--- src/rtl/booth_q_sequencer_if.sv ---
// Handshake and datapath bundle between the multiplier
// controller and the radix-4 Booth Q-side sequencer.
interface booth_q_sequencer_if #(
  parameter int N = 8
);
  localparam int CW = $clog2(N / 2);

  logic          start;
  logic [N-1:0]  q_in;
  logic          step;
  logic [1:0]    a_shift_in;
  logic [2:0]    triplet;
  logic          booth_zero;
  logic          booth_two;
  logic          booth_neg;
  logic [N-1:0]  q_out;
  logic [CW-1:0] count;
  logic          busy;
  logic          done;

  modport master (
    output start,
    output q_in,
    output step,
    output a_shift_in,
    input  triplet,
    input  booth_zero,
    input  booth_two,
    input  booth_neg,
    input  q_out,
    input  count,
    input  busy,
    input  done
  );

  modport slave (
    input  start,
    input  q_in,
    input  step,
    input  a_shift_in,
    output triplet,
    output booth_zero,
    output booth_two,
    output booth_neg,
    output q_out,
    output count,
    output busy,
    output done
  );
endinterface

--- src/rtl/booth_q_sequencer.sv ---
// Q half of the radix-4 Booth datapath: shifts in the
// accumulator LSBs, recodes the triplet, counts N/2 steps.
module booth_q_sequencer #(
  parameter int N = 8
) (
  input logic clk,
  input logic clr_n,
  booth_q_sequencer_if.slave bus
);
  localparam int CW = $clog2(N / 2);

  typedef enum logic [1:0] {
    IDLE = 2'd0,
    RUN  = 2'd1,
    DONE = 2'd2
  } state_t;

  state_t        state_q, state_d;
  logic [N-1:0]  q_q, q_d;
  logic          qm1_q, qm1_d;
  logic [CW-1:0] cnt_q, cnt_d;
  logic          accept;
  logic          adv;
  logic          last;
  logic [2:0]    trip;

  assign accept = bus.start && (state_q != RUN);
  assign adv    = bus.step && (state_q == RUN);
  assign last   = (cnt_q == CW'(N / 2 - 1));

  always_ff @(posedge clk or negedge clr_n) begin
    if (!clr_n) begin
      state_q <= IDLE;
    end else begin
      state_q <= state_d;
    end
  end

  always_comb begin
    state_d = state_q;
    unique case (state_q)
      IDLE:    if (bus.start) state_d = RUN;
      RUN:     if (bus.step && last) state_d = DONE;
      DONE:    if (bus.start) state_d = RUN;
      default: state_d = IDLE;
    endcase
  end

  always_ff @(posedge clk or negedge clr_n) begin
    if (!clr_n) begin
      q_q   <= '0;
      qm1_q <= 1'b0;
      cnt_q <= '0;
    end else begin
      q_q   <= q_d;
      qm1_q <= qm1_d;
      cnt_q <= cnt_d;
    end
  end

  // start wins over a same-cycle step outside RUN
  always_comb begin
    q_d   = q_q;
    qm1_d = qm1_q;
    cnt_d = cnt_q;
    unique case (1'b1)
      accept: begin
        q_d   = bus.q_in;
        qm1_d = 1'b0;
        cnt_d = '0;
      end
      adv: begin
        q_d   = {bus.a_shift_in, q_q[N-1:2]};
        qm1_d = q_q[1];
        cnt_d = last ? '0 : cnt_q + 1'b1;
      end
      default: ;
    endcase
  end

  always_comb begin
    trip           = {q_q[1:0], qm1_q};
    bus.triplet    = trip;
    bus.booth_zero = (trip == 3'b000) ||
                     (trip == 3'b111);
    bus.booth_two  = (trip == 3'b011) ||
                     (trip == 3'b100);
    bus.booth_neg  = trip[2] && !bus.booth_zero;
    bus.q_out      = q_q;
    bus.count      = cnt_q;
    bus.busy       = (state_q == RUN);
    bus.done       = (state_q == DONE);
  end
endmodule

--- src/flat_wrapper.sv ---
// flat-port wrapper written by rule: the top's interface ports become plain ports
module booth_q_sequencer_flat 
#(
  parameter int N = 8
)
  (clk, clr_n, bus_start, bus_q_in, bus_step, bus_a_shift_in, bus_triplet, bus_booth_zero, bus_booth_two, bus_booth_neg, bus_q_out, bus_count, bus_busy, bus_done);
  booth_q_sequencer_if #(.N(N)) bus_i ();
  input logic clk;
  input logic clr_n;
  input wire logic [$bits(bus_i.start)-1:0] bus_start;
  input wire logic [$bits(bus_i.q_in)-1:0] bus_q_in;
  input wire logic [$bits(bus_i.step)-1:0] bus_step;
  input wire logic [$bits(bus_i.a_shift_in)-1:0] bus_a_shift_in;
  output wire logic [$bits(bus_i.triplet)-1:0] bus_triplet;
  output wire logic [$bits(bus_i.booth_zero)-1:0] bus_booth_zero;
  output wire logic [$bits(bus_i.booth_two)-1:0] bus_booth_two;
  output wire logic [$bits(bus_i.booth_neg)-1:0] bus_booth_neg;
  output wire logic [$bits(bus_i.q_out)-1:0] bus_q_out;
  output wire logic [$bits(bus_i.count)-1:0] bus_count;
  output wire logic [$bits(bus_i.busy)-1:0] bus_busy;
  output wire logic [$bits(bus_i.done)-1:0] bus_done;
  assign bus_i.start = bus_start;
  assign bus_i.q_in = bus_q_in;
  assign bus_i.step = bus_step;
  assign bus_i.a_shift_in = bus_a_shift_in;
  assign bus_triplet = bus_i.triplet;
  assign bus_booth_zero = bus_i.booth_zero;
  assign bus_booth_two = bus_i.booth_two;
  assign bus_booth_neg = bus_i.booth_neg;
  assign bus_q_out = bus_i.q_out;
  assign bus_count = bus_i.count;
  assign bus_busy = bus_i.busy;
  assign bus_done = bus_i.done;
  booth_q_sequencer #(.N(N)) u_core (.clk(clk), .clr_n(clr_n), .bus(bus_i));
endmodule
--- config.mk ---
export PLATFORM = sky130hd
export DESIGN_NAME = booth_q_sequencer_flat
export DESIGN_NICKNAME = d
export VERILOG_FILES = /design/src/rtl/booth_q_sequencer_if.sv /design/src/rtl/booth_q_sequencer.sv /design/src/flat_wrapper.sv
export SDC_FILE = /design/constraint.sdc
export NUM_CORES = 1
export LEC_CHECK = 0
export ABC_AREA = 1
export ABC_CLOCK_PERIOD_IN_PS = 1400
export CAP_MARGIN = 20
export CORE_ASPECT_RATIO = 1.25
export CORE_UTILIZATION = 41
export CTS_CLUSTER_SIZE = 12
export DETAILED_ROUTE_END_ITERATION = 12
export GPL_TIMING_DRIVEN = 0
export HOLD_SLACK_MARGIN = 0.12
export PLACE_DENSITY = 0.75
export SKIP_LAST_GASP = 1
export SLEW_MARGIN = 20
export SYNTH_ARGS = -nofsm -noshare
export SYNTH_HDL_FRONTEND = slang
export SYNTH_SLANG_ARGS = --single-unit
--- constraint.sdc ---
create_clock -name clk -period 1.4 [get_ports clk]
set_clock_uncertainty 0.05 [all_clocks]
set_input_delay 0.21 -clock clk [delete_from_list [all_inputs] [get_ports clk]]
set_output_delay 0.21 -clock clk [all_outputs]
set_load 0.005 [all_outputs]
# After elaboration in Yosys (flattened, before gate mapping)
# Cells that the tools add are included.
totals:
  ff_bits: 13
  latchBits: 0
  ramBits: 0
  mem_bits_ro: 0
  in_bits: 14
  out_inout_bits: 18
  word_cells: 33
  n_memories: 0
classes:
  addsub: 1
  multipliers: 0
  n_div: 0
  order_cmp: 0
  eq_ne: 9
  shifts: 0
  muxes: 7
  n_bitwise: 0
  reduce_logical: 12
op_table:
  columns: ["operator", "n"]
  rows:
  - ["$pmux 8 s2", 1]
  - ["$pmux 2 s2", 2]
  - ["$eq 3x3->1 const B", 2]
  - ["$mux 2", 3]
  - ["$ne 2x1->1 const B", 3]
  - ["$eq 2x2->1 const B", 2]
  - ["$logic_and 1x1->1", 4]
  - ["$eq 3x2->1 const B", 1]
  - ["$logic_not 3->1", 1]
  - ["$add 2x1->2 const B", 1]
  - ["$eq 2x1->1 const B", 1]
  - ["$logic_not 2->1", 1]
  - ["$logic_or 1x1->1", 2]
  - ["$pmux 1 s2", 1]
  - ["$reduce_and 2->1", 1]
  - ["$reduce_bool 2->1", 1]
  - ["$reduce_or 2->1", 1]
  - ["$logic_not 1->1", 1]

# Longest topological paths before layout
# Gate-level depths: netlist of the first run.
logic_depth:
  word_depth: 4
  mapped_depth: 7
  ltp_nobuf: 6

# Worst setup path after synthesis of the first run
# Ideal clock, no wire load.
synth_path:
  path_kind: "flip-flop to flip-flop"
  from: "reg u_core.state_q[1]"
  to: "reg u_core.q_q[0], in the netlist u_core.bus.q_out[0]"
  setup_time_ps: 117
  arrival_ps: 883
  required_ps: 1233
  path_slack_ps: 350
  path_stages_with_launch: 8
  n_path_buf: 1
  synth_period_minus_slack_ps: 1050
  path_cell_list: "dfrtp_1 -> inv_2 -> buf_6 -> nand2_2 -> nand2_4 -> nand2_2 -> nand2_1 -> nand2_1"
synth_between:
  elab_chain_len: 3
  word_cells_on_any_way: 6
  cone_classes: "2 x eq/ne; 1 x mux; 3 x reduce/logical"
synth_rtl:
  columns: ["item", "line_no", "rtl"]
  rows:
  - ["start: declaration", "booth_q_sequencer.sv:18", "state_t state_q, state_d;"]
  - ["start signal: assignment", "booth_q_sequencer.sv:35", "state_q <= state_d;"]
  - ["$eq 2x1->1 or $ne 2x1->1 (tied branches)", "booth_q_sequencer.sv:28, booth_q_sequencer.sv:27", null]
  - ["$logic_and 1x1->1, on equally long branches", "booth_q_sequencer.sv:28, booth_q_sequencer.sv:27", null]
  - ["$pmux 8 s2 or $reduce_bool 2->1 (tied branches)", null, null]
  - ["end signal: assignment", "booth_q_sequencer.sv:55", "q_q <= q_d;"]
  - ["end: declaration", "booth_q_sequencer.sv:19", "logic [N-1:0] q_q, q_d;"]
# Parallel ways exist; a longest one is shown, timed or not.
# A chain may end at the register's enable or synchronous reset.

# Final worst setup path of the first run
layout_path:
  from: "reg u_core.q_q[1], in the netlist u_core.bus.q_out[1]"
  to: "out bus_booth_zero"
layout_between:
  elab_chain_len: 2
  word_cells_on_any_way: 3
  cone_classes: "1 x eq/ne; 2 x reduce/logical"
layout_rtl:
  columns: ["item", "line_no", "rtl"]
  rows:
  - ["$eq 3x3->1 or $logic_not 3->1 (tied branches)", "booth_q_sequencer.sv:85, booth_q_sequencer.sv:84", null]
  - ["$logic_or 1x1->1 (*)", "booth_q_sequencer.sv:84", "bus.booth_zero = (trip == 3'b000) ||"]
  - ["end: declaration", "flat_wrapper.sv:15", "output wire logic [$bits(bus_i.booth_zero)-1:0] bus_booth_zero;"]
# Mark *: on every way between the ends. The rest lies on a longest branch, timed or not.

==> flow_metrics.env, run 1 <==
export IMPL_clockBufferDepth=2
export IMPL_place_congestion=0.724
export IMPL_reg2reg_depth=6
export IMPL_hold_path_class="in -> reg"
export IMPL_maxCapViolCount=0
export IMPL_ant_nets=0
export IMPL_synth_edf_count=0
export IMPL_synthArstFlopShare_pct=100
export IMPL_criticalPathCategory="reg -> out"
export IMPL_worst_slew_pin_slew_ns=0.667
export IMPL_worstPathBufferInverterCount=3
export IMPL_drc=0
export IMPL_vias_per_cell=5.21
export IMPL_antenna_found_initial=0
export IMPL_ys_ff_latch=13
export IMPL_relSlewSlack_pct=55.4
export IMPL_fin_util_pct=78.3
export IMPL_ys_warn_count=0
export IMPL_cp_startpoint="u_core.bus.q_out[1]"
export IMPL_path_cells="buf_4 > buf_4 > nor2_4 > nor2_2 > buf_2"
export IMPL_slew_violations=0
export IMPL_avgSynthCellArea_sq_um=7.62
export IMPL_slowest_delay_ns=0.40
export IMPL_start_util_pct=44.0
export IMPL_holdWs_ns=0.234
export IMPL_required_ns=1.14
export IMPL_ctsHoldBuffers=0
export IMPL_setup_tns_ns=-0.353
export IMPL_yosys_cell_types_count=18
export IMPL_track_usage_pct=26.2
export IMPL_grt_pass1_vias=867
export IMPL_die_h_um=50.7
export IMPL_powerDensity_mw_per_mm2=2120
export IMPL_endpoint_kind="output port"
export IMPL_hold_violations=0
export IMPL_power_total_uw=2930
export IMPL_cts_made_buffers=3
export IMPL_cp_num_cells=5
export IMPL_antennaDiodeCount=0
export IMPL_regToRegSetupSlack_ns=0.11
export IMPL_fin_crit_ns=1.50
export IMPL_firstDrtPassIters=4
export IMPL_area_growth_pct=77.9
export IMPL_r2r_end="u_core.bus.q_out[1]"
export IMPL_syn_area_sq_um=777
export IMPL_synthFlopType="dfrtp_1"
export IMPL_status="finished with violations"
export IMPL_core_area_sq_mm=0.00177
export IMPL_insertion_delay_ns=0.29
export IMPL_routedWlPerCell_um=13.4
export IMPL_ys_seq_area_share_pct=41.9
export IMPL_path_max_fanout=2
export IMPL_path_common_cell="buf_4"
export IMPL_ir_drop_mv=1.27
export IMPL_cts_tree="built"
export IMPL_nets=180
export IMPL_hpwlAfterDp_um=1330
export IMPL_cpMaxStageDelayCell="dfrtp_1"
export IMPL_synth_nets=117
export IMPL_drive_gt1_share_pct=36.6
export IMPL_r2r_start="u_core.state_q[0]"
export IMPL_wl_um=2460
export IMPL_finalCritPeriodShare_pct=107
export IMPL_port_buffer_count=30
export IMPL_cpLargestDelayFamily="buffers and inverters"
export IMPL_ios=32
export IMPL_timing_final_ws_setup_ns=-0.105
export IMPL_grt_ovfl_total=0
export IMPL_setup_viol=5
export IMPL_die_w_um=40.9
export IMPL_endpoint="bus_booth_zero"
export IMPL_violations="negative setup slack"
export IMPL_cts_root_buf="clkbuf_4"
export IMPL_first_iter_violations=16
export IMPL_clock_sinks=13
export IMPL_grt_pass1_wl_um=3620
export IMPL_grt_max_degree=14
export IMPL_cp_start_kind="flop"
export IMPL_syn_inst=102
export IMPL_std_cell_rows=17
export IMPL_dpl_worst_slack_ns=-0.116
export IMPL_path_clk_slew_ns=0.09
export IMPL_vias=954
export IMPL_dieArea_sq_mm=0.00207
export IMPL_fmax_mhz=665
export IMPL_leakage_uw=0.000782
export IMPL_cp_arrival_ns=1.24
export IMPL_grt_setup_unrepaired="true"
export IMPL_cts_htree_levels=1
-- worst min path at each step --
stage | startpoint | endpoint | slack, ns | cells after the start
floorplan | clr_n | u_core.bus.count[0] | -0.14 | 0
global placement | u_core.bus.q_out[5] | u_core.bus.q_out[5] | 0.47 | 2
detailed placement | u_core.bus.q_out[4] | u_core.bus.q_out[4] | 0.47 | 2
finish | bus_step | u_core.state_q[1] | 0.23 | 3
CTS | bus_step | u_core.state_q[1] | 0.24 | 3
global route | bus_step | u_core.state_q[1] | 0.28 | 3
-- cells in the final DEF, fill, tap and decap left out --
cell             count
nand3_1             12
dfrtp_1             12
ha_1                 1
clkinv_1             1
buf_2                5
a21oi_4              1
nor2_4               2
inv_1                2
nor2_1               1
clkdlybuf4s50_1     12
nand2_2              1
o21ai_1              1
dfrtp_2              1
o21ai_0              2
clkbuf_2             1
nand2_1             41
nand2_4              2
clkbuf_4             3
buf_4               25
inv_2                2
nand4_1              8
buf_6               14
nor2_2               2
dlygate4sd2_1        7
nand3_4              1
clkbuf_1             1
dlymetal6s2s_1       3
-- synth_stat cells, types with 2 or more instances --
cell     number  area share, %
nor2_1        5            2.4
buf_6         3            4.3
nand4_1       8            6.4
buf_4         5            4.8
nand2_1      41             20
dfrtp_1      13             42
o21ai_0       2            1.3
nand3_1      12            7.7
nand2_2       2            1.6
inv_1         3            1.4
-- registers in the layout, indices dropped and copies added, names as in the netlist --
signal	flops
u_core.bus.count	2
u_core.state_q	2
u_core.bus.q_out	8
u_core.qm1_q	1
-- per-stage QoR --
stage / cells / instance area, sq um
after global placement: 151 / 1100
final: 183 / 1380
after global routing: 183 / 1380
after detailed placement: 151 / 1100
after CTS: 178 / 1310
after floorplan: 102 / 777
-- worst min-delay path, cell delays in order --
cell and delay [ns]:
buf_4 0.16, nand2_1 0.09, o21ai_0 0.08
-- cell families (layout without fill, tap and decap cells) --
group	count (synthesis)	after routing	share of synthesized area [%]
buf+inv	14	76	12.2
simple gates	70	70	41.7
compound gates	4	4	2.58
flops	13	13	41.9
fa+ha+maj	1	1	1.61
-- timing repair --
action	CTS	global route
pin swaps	3	4
resized for setup	42	20
buffers inserted	24	8
endpoints found under the setup margin	18	11
-- power breakdown --
group	total, uW	switching, uW	leakage (uW)	internal, uW
logic	2010	868	0.000606	1140
clock network	251	140	0.0000150	111
registers	665	120	0.000161	546
-- metal layers --
layer | wire [um] | track usage (%) | vias up | part of all wire (%)
met3 | 163 | 3.98 | 5 | 6.6
li1 | - | - | 455 | -
met2 | 1330 | 46.9 | 46 | 54
met5 | 0 | 0 | - | 0
met4 | 36 | 10.0 | 0 | 1.5
met1 | 930 | 28.3 | 448 | 38
-- area by class of cell --
cell class                      instances  area [sq um]
Buffer                                  7          65.1
Clock buffer                            4          26.3
Fill cell                             147           383
Inverter                                5          18.8
Multi-Input combinational cell         75           393
Sequential cell                        13           327
Tap cell                               19          23.8
Timing Repair Buffer                   60           529
No activity file was read; power rests on OpenSTA's default activity.
==> run 2: changes to the inputs <==
--- a/config.mk
+++ b/config.mk
@@ -17,3 +17,2 @@
 export PLACE_DENSITY = 0.75
-export SKIP_LAST_GASP = 1
 export SLEW_MARGIN = 20
--- a/constraint.sdc
+++ b/constraint.sdc
@@ -4,2 +4,2 @@
 set_output_delay 0.21 -clock clk [all_outputs]
-set_load 0.005 [all_outputs]
+set_load 0.05 [all_outputs]
==> flow_metrics.env, run 2 (synthesis gave the netlist of run 1 again) <==
export IMPL_clkPwrFrac_pct=7.0
export IMPL_ant_nets=0
export IMPL_routedWlPerCell_um=13.5
export IMPL_min_from="bus_step"
export IMPL_dpl_worst_slack_ns=-0.417
export IMPL_maxCapViolCount=0
export IMPL_place_congestion=0.716
export IMPL_timing_final_ws_setup_ns=-0.0316
export IMPL_insertion_delay_ns=0.28
export IMPL_setup_viol=2
export IMPL_slowest_delay_ns=0.47
export IMPL_seqPwrFrac_pct=22.6
export IMPL_clockBufferDepth=2
export IMPL_final_common_cell="nand2_1"
export IMPL_most_common_layout_cells="40 x nand2_1, 12 x nand3_1, 12 x clkdlybuf4s50_1"
export IMPL_track_usage_pct=24.4
export IMPL_hold_violations=0
export IMPL_required_ns=1.14
export IMPL_r2r_start="u_core.state_q[1]"
export IMPL_min_to="u_core.state_q[1]"
export IMPL_hold_path_class="in -> reg"
export IMPL_nets=156
export IMPL_status="finished with violations"
export IMPL_fin_crit_ns=1.43
export IMPL_fmax_mhz=699
export IMPL_p_int_uw=1480
export IMPL_path_clk_slew_ns=0.08
export IMPL_vias=833
export IMPL_violations="negative setup slack"
export IMPL_p_switching_uw=1840
export IMPL_grt_pass1_wl_um=3510
export IMPL_reg2reg_depth=8
export IMPL_pwr_share_comb_pct=70.5
export IMPL_worst_slew_pin_slew_ns=0.613
export IMPL_ctsHoldBuffers=0
export IMPL_endpoint_kind="output port"
export IMPL_vias_per_cell=5.24
export IMPL_min_path_cells=3
export IMPL_clock_sinks=13
export IMPL_regToRegSetupSlack_ns=0.17
export IMPL_start_util_pct=44.0
export IMPL_cts_root_buf="clkbuf_4"
export IMPL_drc=0
export IMPL_die_h_um=50.7
export IMPL_cts_tree="built"
export IMPL_ir_drop_mv=1.42
export IMPL_netSwitchingFraction_pct=55.4
export IMPL_cpMaxStageDelayCell="dfrtp_2"
export IMPL_ios=32
export IMPL_powerDensity_mw_per_mm2=2710
export IMPL_std_cell_rows=17
export IMPL_hpwlAfterDp_um=1430
export IMPL_area_growth_pct=58.1
export IMPL_grt_pass1_vias=803
export IMPL_worstPathBufferInverterCount=1
export IMPL_dieArea_sq_mm=0.00207
export IMPL_cp_startpoint="u_core.qm1_q"
export IMPL_criticalPathCategory="reg -> out"
export IMPL_finalCritPeriodShare_pct=102
export IMPL_leakage_uw=0.000618
export IMPL_relSlewSlack_pct=59.0
export IMPL_core_area_sq_mm=0.00177
export IMPL_antenna_found_initial=0
export IMPL_cts_made_buffers=3
export IMPL_grt_ovfl_total=0
export IMPL_path_common_cell="nor2_4"
export IMPL_drive_gt1_share_pct=35.7
export IMPL_cp_arrival_ns=1.17
export IMPL_stdcell_area_sq_mm=0.00123
export IMPL_firstDrtPassIters=4
export IMPL_path_cells="nor2_4 > nor2_2 > nor2_4 > buf_6"
export IMPL_largest_reg_flops=8
export IMPL_cp_num_cells=4
export IMPL_die_w_um=40.9
export IMPL_port_buffer_count=30
export IMPL_path_max_fanout=5
export IMPL_r2r_end="u_core.bus.q_out[3]"
export IMPL_cts_htree_levels=1
export IMPL_power_total_uw=3330
export IMPL_wl_um=2140
export IMPL_cp_start_kind="flop"
export IMPL_first_iter_violations=18
export IMPL_antennaDiodeCount=0
export IMPL_placed_area_sq_mm=0.00113
export IMPL_grt_setup_unrepaired="true"
export IMPL_cpLargestDelayFamily="flip-flops"
export IMPL_slew_violations=0
export IMPL_grt_max_degree=14
[run 2: power by group through the flow]
stage / Combinational, uW / Clock, uW / Sequential (uW)
6_report: 2340 / 232 / 750
5_1_grt: 2510 / 256 / 771
4_1_cts: 2310 / 237 / 744
3_5_place_dp: 2240 / 0 / 734
3_3_place_gp: 2200 / 0 / 732
2_1_floorplan: 1120 / 0 / 1170
[run 2: worst register-to-register path, cell delays in order, from the launching register on]
cell and delay, ns:
dfrtp_1 0.38, inv_2 0.12, buf_4 0.14, nand3_4 0.08, buf_6 0.15, nand2_1 0.06
nand2_1 0.05, nand2_1 0.06, nand2_1 0.04
[run 2: layout make-up]
type | count | area, sq um
clock buffers | 4 | 26.3
repair buffers | 35 | 362
flip-flops and latches | 13 | 329
multi-input cells | 75 | 400
fillers | 159 | 537
plain buffers | 8 | 68.8
inverters | 5 | 18.8
well taps | 19 | 23.8
[run 2: per-stage QoR]
step | cells | hold slack (ns) | setup TNS [ns] | utilization [%]
after floorplan | 102 | -0.136 | -0.162 | -
after global placement | 151 | 0.470 | -2.84 | 63.8
after detailed placement | 151 | 0.473 | -2.99 | 63.8
after CTS | 159 | 0.249 | -0.0680 | 69.1
after global routing | 159 | 0.278 | -0.188 | 69.6
final | 159 | 0.254 | -0.0526 | 69.6
[run 2: repair_timing]
action,4_1_cts,5_1_grt
setup buffers,4,1
endpoints found under the hold margin,0,0
gates resized for setup,89,7
pin swaps,1,2
setup endpoints to repair,18,7
[run 2: worst max-delay path by stage]
stage                                 to  slack [ns]
after global placement          bus_busy       -0.39
after detailed placement   bus_booth_two       -0.42
after CTS                 bus_booth_zero       -0.03
after global routing      bus_booth_zero       -0.07
after floorplan           bus_booth_zero       -0.16
final                     bus_booth_zero       -0.03
[run 2: routing by layer]
metal  global-route usage, %  wire [um]  up-vias  share of wire (%)
li1                        -          -      405                  -
met2                    40.1       1140       39                 53
met5                       0          0        -                  0
met1                    32.3        841      385                 39
met4                    6.67         13        0               0.61
met3                    2.65        142        4                6.6
